[src/rtl/img_rsz_div_pkg.sv]
// Shared types for the image-resizer divider: FSM states, result flags and datapath width helper.
package img_rsz_div_pkg;

  typedef enum logic [1:0] {
    IDLE,
    CHECK,
    BUSY,
    DONE
  } div_state_e;

  typedef struct packed {
    logic ovf;
    logic div_zero;
  } div_flags_t;

  // Two guard bits above the widest operand keep the trial subtraction sign exact.
  function automatic int div_ext_width(input int num_w, input int den_w, input int quo_w);
    return ((num_w > den_w + quo_w) ? num_w : den_w + quo_w) + 2;
  endfunction

endpackage

[src/rtl/img_rsz_div_step.sv]
// One restoring-division digit: trial-subtract the shifted divisor and keep the result if non-negative.
module img_rsz_div_step #(
  parameter int EXT_W = 42,
  parameter int DEN_W = 32,
  parameter int IDX_W = 3
) (
  input  logic signed [EXT_W-1:0] r_in,
  input  logic        [DEN_W-1:0] den,
  input  logic        [IDX_W-1:0] idx,
  output logic signed [EXT_W-1:0] r_out,
  output logic                    q_bit
);

  logic signed [EXT_W-1:0] den_sh;
  logic signed [EXT_W-1:0] diff;

  always_comb begin
    den_sh = $signed(EXT_W'(den) << idx);
    diff   = r_in - den_sh;
    q_bit  = ~diff[EXT_W-1];
    r_out  = q_bit ? diff : r_in;
  end

endmodule

[src/rtl/img_rsz_div_unit.sv]
// Multi-digit restoring divider with remainder, saturation, divide-by-zero and tag passthrough.
// Optional round-to-nearest quotient is enabled by defining IMG_RSZ_DIV_ROUND_EN.
module img_rsz_div_unit
  import img_rsz_div_pkg::*;
#(
  parameter int NUM_W = 40,
  parameter int DEN_W = 32,
  parameter int QUO_W = 8,
  parameter int DPC   = 1,
  parameter int TAG_W = 4
) (
  input  logic             Clk,
  input  logic             Rst,
  input  logic [NUM_W-1:0] Numinator,
  input  logic [DEN_W-1:0] Denominator,
  input  logic [TAG_W-1:0] TagIn,
  input  logic             BwVld,
  output logic             BwRdy,
  output logic [QUO_W-1:0] Quotient,
  output logic [DEN_W-1:0] Remainder,
  output logic             Ovf,
  output logic             DivZero,
  output logic [TAG_W-1:0] TagOut,
  output logic             FwVld,
  input  logic             FwRdy
);

  localparam int EXT_W = div_ext_width(NUM_W, DEN_W, QUO_W);
  localparam int IDX_W = (QUO_W > 1) ? $clog2(QUO_W) : 1;
  localparam int CMP_W = NUM_W + QUO_W + 1;

  if (!(DPC == 1 || DPC == 2 || DPC == 4) || (QUO_W % DPC != 0)) begin : g_bad_dpc
    $error("img_rsz_div_unit: DPC must be 1, 2 or 4 and divide QUO_W");
  end

  div_state_e              state_q, state_d;
  logic [NUM_W-1:0]        num_q, num_d;
  logic [DEN_W-1:0]        den_q, den_d;
  logic [TAG_W-1:0]        tag_q, tag_d;
  logic signed [EXT_W-1:0] rem_q, rem_d;
  logic [QUO_W-1:0]        quo_q, quo_d;
  logic [IDX_W-1:0]        idx_q, idx_d;
  div_flags_t              flags_q, flags_d;

  logic signed [EXT_W-1:0] chain_r [DPC+1];
  logic [DPC-1:0]          chain_q;
  logic [IDX_W-1:0]        step_idx [DPC];
  logic [QUO_W-1:0]        quo_busy;
  logic [CMP_W-1:0]        num_cmp;
  logic [CMP_W-1:0]        den_cmp;

  assign chain_r[0] = rem_q;

  // DPC steps chained combinationally, highest digit first.
  for (genvar gi = 0; gi < DPC; gi++) begin : g_step
    assign step_idx[gi] = idx_q - IDX_W'(gi);
    img_rsz_div_step #(
      .EXT_W(EXT_W),
      .DEN_W(DEN_W),
      .IDX_W(IDX_W)
    ) u_step (
      .r_in (chain_r[gi]),
      .den  (den_q),
      .idx  (step_idx[gi]),
      .r_out(chain_r[gi+1]),
      .q_bit(chain_q[gi])
    );
  end

  always_comb begin
    quo_busy = quo_q;
    for (int k = 0; k < DPC; k++) begin
      quo_busy[step_idx[k]] = chain_q[k];
    end
  end

  assign num_cmp = CMP_W'(num_q);
  assign den_cmp = CMP_W'(den_q) << QUO_W;

`ifdef IMG_RSZ_DIV_ROUND_EN
  logic [EXT_W:0] rem_x2;
  logic           round_up;
  assign rem_x2   = {chain_r[DPC], 1'b0};
  assign round_up = (rem_x2 >= (EXT_W+1)'(den_q));
`endif

  always_comb begin
    state_d = state_q;
    num_d   = num_q;
    den_d   = den_q;
    tag_d   = tag_q;
    rem_d   = rem_q;
    quo_d   = quo_q;
    idx_d   = idx_q;
    flags_d = flags_q;
    case (state_q)
      IDLE: begin
        if (BwVld) begin
          num_d   = Numinator;
          den_d   = Denominator;
          tag_d   = TagIn;
          quo_d   = '0;
          rem_d   = '0;
          flags_d = '0;
          state_d = CHECK;
        end
      end
      CHECK: begin
        if (den_q == '0) begin
          flags_d.div_zero = 1'b1;
          quo_d            = '1;
          rem_d            = '0;
          state_d          = DONE;
        end else if (num_cmp >= den_cmp) begin
          flags_d.ovf = 1'b1;
          quo_d       = '1;
          rem_d       = '0;
          state_d     = DONE;
        end else if (num_q == '0) begin
          quo_d   = '0;
          rem_d   = '0;
          state_d = DONE;
        end else begin
          rem_d   = $signed(EXT_W'(num_q));
          idx_d   = IDX_W'(QUO_W - 1);
          state_d = BUSY;
        end
      end
      BUSY: begin
        rem_d = chain_r[DPC];
        quo_d = quo_busy;
        idx_d = idx_q - IDX_W'(DPC);
        // A zero partial remainder means every lower digit is zero as well.
        if ((chain_r[DPC] == '0) || (idx_q == IDX_W'(DPC - 1))) begin
          state_d = DONE;
`ifdef IMG_RSZ_DIV_ROUND_EN
          if (round_up) begin
            if (&quo_busy) begin
              flags_d.ovf = 1'b1;
            end else begin
              quo_d = quo_busy + QUO_W'(1);
            end
          end
`endif
        end
      end
      DONE: begin
        if (FwRdy) begin
          state_d = IDLE;
        end
      end
      default: state_d = IDLE;
    endcase
  end

  always_ff @(posedge Clk or negedge Rst) begin
    if (!Rst) begin
      state_q <= IDLE;
      num_q   <= '0;
      den_q   <= '0;
      tag_q   <= '0;
      rem_q   <= '0;
      quo_q   <= '0;
      idx_q   <= '0;
      flags_q <= '0;
    end else begin
      state_q <= state_d;
      num_q   <= num_d;
      den_q   <= den_d;
      tag_q   <= tag_d;
      rem_q   <= rem_d;
      quo_q   <= quo_d;
      idx_q   <= idx_d;
      flags_q <= flags_d;
    end
  end

  assign BwRdy     = (state_q == IDLE);
  assign FwVld     = (state_q == DONE);
  assign Quotient  = quo_q;
  assign Remainder = rem_q[DEN_W-1:0];
  assign Ovf       = flags_q.ovf;
  assign DivZero   = flags_q.div_zero;
  assign TagOut    = tag_q;

endmodule

[config.mk]
export PLATFORM = sky130hd
export DESIGN_NAME = img_rsz_div_unit
export DESIGN_NICKNAME = d
export VERILOG_FILES = /design/src/rtl/img_rsz_div_pkg.sv /design/src/rtl/img_rsz_div_step.sv /design/src/rtl/img_rsz_div_unit.sv
export SDC_FILE = /design/constraint.sdc
export NUM_CORES = 1
export LEC_CHECK = 0
export CAP_MARGIN = 10
export CORE_ASPECT_RATIO = 1.4
export CORE_MARGIN = 1
export CORE_UTILIZATION = 53
export DETAILED_ROUTE_END_ITERATION = 10
export PLACE_DENSITY = 0.79
export SYNTH_ARGS = -nofsm -noshare
export SYNTH_HDL_FRONTEND = slang
export SYNTH_SLANG_ARGS = --single-unit
[constraint.sdc]
create_clock -name Clk -period 5.87 [get_ports Clk]
set_clock_uncertainty 0.15 [all_clocks]
set_input_delay 0.587 -clock Clk [delete_from_list [all_inputs] [get_ports Clk]]
set_output_delay 0.587 -clock Clk [all_outputs]
set_load 0.005 [all_outputs]
==> results.toml <==
[final_layout]
antennaDiodeCount = 0
areaGrowthSynthToFinish_pct = 34.8
nNetsFinal = 1706
utilization_pct = 72.5
drive_gt1_share_pct = 29.5

[timing]
worstMarginPinSlew_ns = 1.02
fmax_mhz = 165
finalSetupViolCount = 2
final-max-slew-violation-count = 0
slew_headroom_pct = 32.3
period_share_pct = 103
worst_slack_ns = -0.176
finalSetupTns_ns = -0.281
hold_viol = 0
fin_crit_ns = 6.05
rsz0062_at_grt = "yes"

[critical_path]
crit_type = "reg -> reg"
cp-end-kind = "flop"
required_ns = 6.04
crit_arrival_ns = 6.21
startpoint_type = "flop"
crit_fanout = 14

[detailed_routing]
firstDrtPassIters = 5
wl_per_cell_um = 23.1
vias = 11900
ant_nets = 0
vias_per_cell = 6.55
drt-total-wl_mm = 42.0
drt_iter0_drc = 1222
drc = 0

[run_status]
violations = "negative setup slack"
status = "finished with violations"

[flow_run]
drv_cap = 0

[floorplanning]
row_count = 63
ios = 128
dieArea_mm2 = 0.0220
die_h_um = 175
start_util_pct = 53.8
core_mm2 = 0.0211
die_w_um = 126

[clocking]
clock_latency_ns = 0.44
cts_buffers = 17
htree_num_levels = 4
clock-root-buffer = "clkbuf_16"
cts_tree = "yes"
cts_num_sinks = 133
path_clk_slew_ns = 0.06
cts_buffer_depth = 2

[logic_synthesis]
yosysTopAreaCellShare_pct = 29.3
synthArstFlopShare_pct = 100
synthesis.instances = 1257
netlist-cell-type-count = 88
synthTopCellsByCount = "dfrtp_1, nand2_1, a21oi_1, mux2_2, ha_1"
yosys-top-cells-area = "dfrtp_1, ha_1, mux2_2, mux4_2, mux2i_1"
synth_seq_cells = 133
yosysWarnings = 0
synth_edf_count = 0
ys_seq_area_share_pct = 29.3
syn_area_mm2 = 0.0114
synth_nets = 1416
yosys.area.top_type = "dfrtp_1"
avgSynthCellArea_um2 = 9.04
ys.flop_type = "dfrtp_1"
yosysMostFrequentCell = "dfrtp_1"

[global_routing]
grt_pass1_vias = 11600
antenna_found_initial = 0
grt_usage_pct = 38.3
overflow = 0
grt_pass1_wl_mm = 64.5
grt_max_degree = 93

[placement]
preCtsSetupSlack_ns = -0.432
port_buffers = 127
place_hpwl_mm = 31.8
gp_congestion = 0.974

[min_path]
hp-class = "in -> async"
placed cells by master, fill, tap and decap left out, drive strengths merged, types with 9 or more instances in the layout:
cell type      Yosys  routed
clkbuf            40      19
nor4              29      29
nand2            118     118
clkdlybuf4s50      0     126
a221o             26      26
o21ai             77      77
nand4             35      35
dfrtp            133     133
and2              10      10
nand3             12      12
ha                78      78
a21oi             90      90
mux4              21      21
and3               9       9
nor3              25      25
or3               12      12
a31oi             20      20
buf               60     244
mux2i             45      45
a211oi            13      13
nor2              73      73
a21o              23      23
nor2b             20      20
mux2              83      83
inv               54      54
nand2b            11      11
a22oi             10      10
layout make-up:
cell class                      count  area [um2]
Fill cell                        1559        5800
Timing Repair Buffer              371        3220
Clock inverter                     12         131
Inverter                           55         213
Tap cell                          260         325
Clock buffer                       19         443
Multi-Input combinational cell    969        7660
Sequential cell                   133        3330
flip-flops by register name (all words and copies together), names as in the netlist:
register  flops
num_q        40
state_q       2
DivZero       1
idx_q         3
TagOut        4
Ovf           1
den_q        32
Quotient      8
rem_q        42
routing by layer:
layer	routed length [um]	GRT usage, %
met1	16300	47.9
met2	20500	64.7
met3	2830	4.17
met4	2390	21.8
met5	0	0
path summary, 6_finish.rpt:
path,startpoint,to,slack [ns],cells past startpoint
setup / recovery,idx_q[0],state_q[1],-0.18,25
hold / removal,Rst,rem_q[29],0.07,1
setup reg to reg,idx_q[0],state_q[1],-0.18,25
hold reg to reg,TagOut[3],TagOut[3],0.36,1
max in group asynchronous,Rst,num_q[19],4.44,2
min in group Clk,TagOut[3],TagOut[3],0.36,1
metrics by stage:
| step | cells | area, um2 | hold slack [ns] |
|---|---|---|---|
| after floorplan | 1257 | 11400 | 0.141 |
| after global placement | 1778 | 14300 | 0.338 |
| after detailed placement | 1778 | 14300 | 0.337 |
| after CTS | 1817 | 15100 | 0.139 |
| after global routing | 1819 | 15300 | 0.173 |
| final | 1819 | 15300 | 0.0711 |
critical path, cell delays in order (launching register included):
cell and delay (ns):
dfrtp_2 0.44, buf_12 0.18, mux4_2 0.56, mux2i_2 0.25
ha_1 0.33, a21oi_2 0.18, o21ai_0 0.15, nand3_1 0.13
o2111ai_1 0.16, a31oi_4 0.21, o21ai_2 0.07, a21oi_2 0.15
nor2b_1 0.06, o21ai_1 0.12, nand3b_1 0.13, ha_4 0.34
buf_4 0.18, buf_4 0.12, nor2b_1 0.03, a31oi_1 0.39
nand4_1 0.23, nor4_2 0.29, nand4_1 0.22, nor4_4 0.34
a21o_1 0.19, mux2_1 0.33
cells by family (layout without fill, tap and decap cells):
| kind of cell | count (synthesis) | count (layout) | synth area share (%) |
|---|---|---|---|
| adder cells (fa/ha/maj) | 79 | 79 | 8.76 |
| AND/OR/NAND/NOR | 377 | 377 | 16.7 |
| XOR/XNOR | 15 | 15 | 1.16 |
| multiplexers | 149 | 149 | 16.4 |
| flip-flops | 133 | 133 | 29.3 |
| buffers and inverters | 155 | 457 | 6.34 |
| AO/OA/AOI/OAI | 349 | 349 | 21.4 |
what timing repair did:
| item | in CTS | in global routing |
|---|---|---|
| pin swaps | 12 | 9 |
| setup buffers | 7 | 2 |
| endpoints found under the setup margin | 2 | 2 |
| cloned | 1 | 0 |
| resized for setup | 46 | 36 |
| hold buffers | 0 | 0 |
Power is left out: the tool's default activity adds up to more than one toggle a clock period on the data nets, which glitch-free logic cannot reach.
==> RTL edit: new RTL, same flow settings <==
Add a define of `IMG_RSZ_DIV_ROUND_EN`.
--- a/src/rtl/img_rsz_div_unit.sv
+++ b/src/rtl/img_rsz_div_unit.sv
@@ -1,5 +1,7 @@
 // Multi-digit restoring divider with remainder, saturation, divide-by-zero and tag passthrough.
 // Optional round-to-nearest quotient is enabled by defining IMG_RSZ_DIV_ROUND_EN.
+`define IMG_RSZ_DIV_ROUND_EN
+
 module img_rsz_div_unit
   import img_rsz_div_pkg::*;
 #(
Formal check against the unedited RTL: no difference found for any inputs over 4 cycles, from zero or initial values and one cycle with Rst low; that may be too few to reach the edited logic, so the function may still have changed.
==> RTL edit against the unedited design <==
The flow still finishes with violations (setup timing). Cell count increased by 12%. Worst hold slack got worse by 0.069 ns. Critical path depth rose by 10. Synthesized area rose by 4.6%. Sequential cell count did not move. Cell area rose by 13%. Worst setup slack worse by 0.89 ns. Routed wire length grew 23%. Sequential share of layout area fell by 2.5 points. Highest routed layer unchanged.
Power is not shown: default switching activity piles up to over one toggle a cycle in this logic, so the estimate is an artifact.
==> RTL edit: results (changes against the unedited design) <==
- Syn nets: 1479 (+4.4%)
- Register bit count reported by yosys: 133 (unchanged)
- Area of the multi-input gates: 8350 um2 (+8.9%)
- Final setup margin: -1.06 ns (-0.888 ns)
- Fraction of registers with async set/reset: 100% (unchanged)
- Non-clk bufs: 517 (+39%)
- Failing checks: setup timing
- Detailed Route Iter0 Violations: 1398 (+14%)
- Worst EP arrival: 7.13 ns (+0.92 ns)
- Root buf cell: clkbuf_16
- Total Wirelength: 51.5 mm (+23%)
- Top Registers: rem_q x42, num_q x40, den_q x32
- DR vias/cell: 6.57 (+0.26%)
- H-Tree Depth: 4 (unchanged)
- Layout area overhead: 45.9%
- Worst-path cell with the longest stage delay: a2111oi_4
- Compound-cell area share of the yosys netlist: 19.1% (-2.3 points)
- Syn Area/Cell: 9.23 um2 (+2.1%)
- Global-route wire length before repair: 76.8 mm (+19%)
- Cell variety after synth: 78 (-11%)
- Synth Cell Area: 11900 um2 (+4.6%)
- Detailed Routing Iterations Pass 1: 8 (+3)
- Finished Layout Cells: 2041 (+12%)
- ClkCell Share: 3.64% (-0.11 points)
- Synth Area in XOR/XNOR: 1.84% (+0.69 points)
- Yosys warning count: 0 (unchanged)
- Post-placement cell area: 15800 um2 (+11%)
- Number of global-route vias before repair: 13.5k (+17%)
- #MultiIn Comb: 986 (+1.8%)
- Total Routing Usage GR: 45.7% (+7.3 points)
- Port Buf Inserts: 127 (unchanged)
- Final Wtd Congestion: 1.01 (+3.8%)
- # clk buffers: 20 (+1)
- Inverters: 77 (+40%)
- Hpwl dp: 38.3 mm (+20%)
- Synth top cells by count: dfrtp_1 (133), ha_1 (110), nand2_1 (107), mux2_2 (88), a21oi_1 (83)
- Worst rel slew slack: 34.8% (+2.5 points)
- Seq/Total Area, Yosys: 28.0% (-1.3 points)
- Largest net degree at the start of global routing: 88 (-5.4%)
- Outcome: complete, but fails checks
- Mux cell area share after synthesis: 17.8% (+1.5 points)
- Fillers: 1502 (-3.7%)
- Fraction of layout cells with a size suffix above 1: 35.9% (+6.4 points)
- Endpoints failing setup: 11 (+9)
- Post-place setup slack: -1.31 ns (-0.873 ns)
- Post-route setup TNS: -11.06 ns (-10.78 ns)
- Synthesized-area fraction occupied by adder cells: 11.7% (+3.0 points)
- Register area: 3330 um2 (about the same)
- Worst-path fanout max: 7 (-7)
- Area contributors post-synth: dfrtp_1 (28%), ha_1 (12%), mux2_2 (8.3%), mux4_2 (5.1%), mux2i_1 (4.4%)
- # nets final: 1923 (+13%)
- Clock tree buffer depth: 2 (unchanged)
- Non-clk buf share: 25.2% (+4.2 points)
- Critical path's largest stage delay: 0.48 ns (-0.08 ns)
## RTL edit: changes by cell type after synthesis, moves of 7 or more
cell and delta:
ha_1 +32, a21o_1 +22, inv_1 +20, nand3_1 +17, a222oi_1 +13, nor2_1 -12, a221o_1 -11, nand2_1 -11
o31ai_1 +11, o21ai_0 -10, nor2b_1 -8, mux2_2 +7, mux2i_1 +7, xnor2_1 +7
## RTL edit: routing by layer
layer | routed length, um | global-route usage (%) | up-vias
li1 | - | - | 5721
met1 | 18600 | 53.4 | 6424
met2 | 23800 | 73.0 | 947
met3 | 4720 | 9.79 | 308
met4 | 4460 | 35.1 | 0
met5 | 0 | 0 | -
## RTL edit: worst max-delay path: cells and delay by family, from the launching register on
family / cells / cell delay (ns)
DFF: 1 / 0.42
buffers and inverters: 16 / 1.97
AOI/OAI and AO/OA: 9 / 2.05
adders and majority gates: 2 / 0.57
muxes: 1 / 0.17
and+or+nand+nor: 7 / 1.48
## RTL edit: repair_timing
item / 4_1_cts / 5_1_grt
hold buffers: 0 / 0
resized for setup: 56 / 46
setup buffers: 41 / 10
cloned: 2 / 1
setup endpoints to repair: 11 / 11
pin swaps: 20 / 34
## RTL edit: worst paths after layout
path / cells after the start / slack, ns / to / startpoint
min reg2reg: 1 / 0.35 / TagOut[3] / TagOut[3]
max in group asynchronous: 2 / 4.40 / rem_q[26] / Rst
max reg2reg: 35 / -1.06 / Quotient[3] / idx_q[0]
max: 35 / -1.06 / Quotient[3] / idx_q[0]
min in group Clk: 1 / 0.35 / TagOut[3] / TagOut[3]
min: 1 / 0.003 / den_q[13] / Rst
## RTL edit: logic make-up after synthesis
kind of cell / count (synthesis)
adder cells (fa/ha/maj): 111
XOR/XNOR: 25
multiplexers: 167
buffers and inverters: 170
flip-flops: 133
AND/OR/NAND/NOR: 354
AO/OA/AOI/OAI: 328
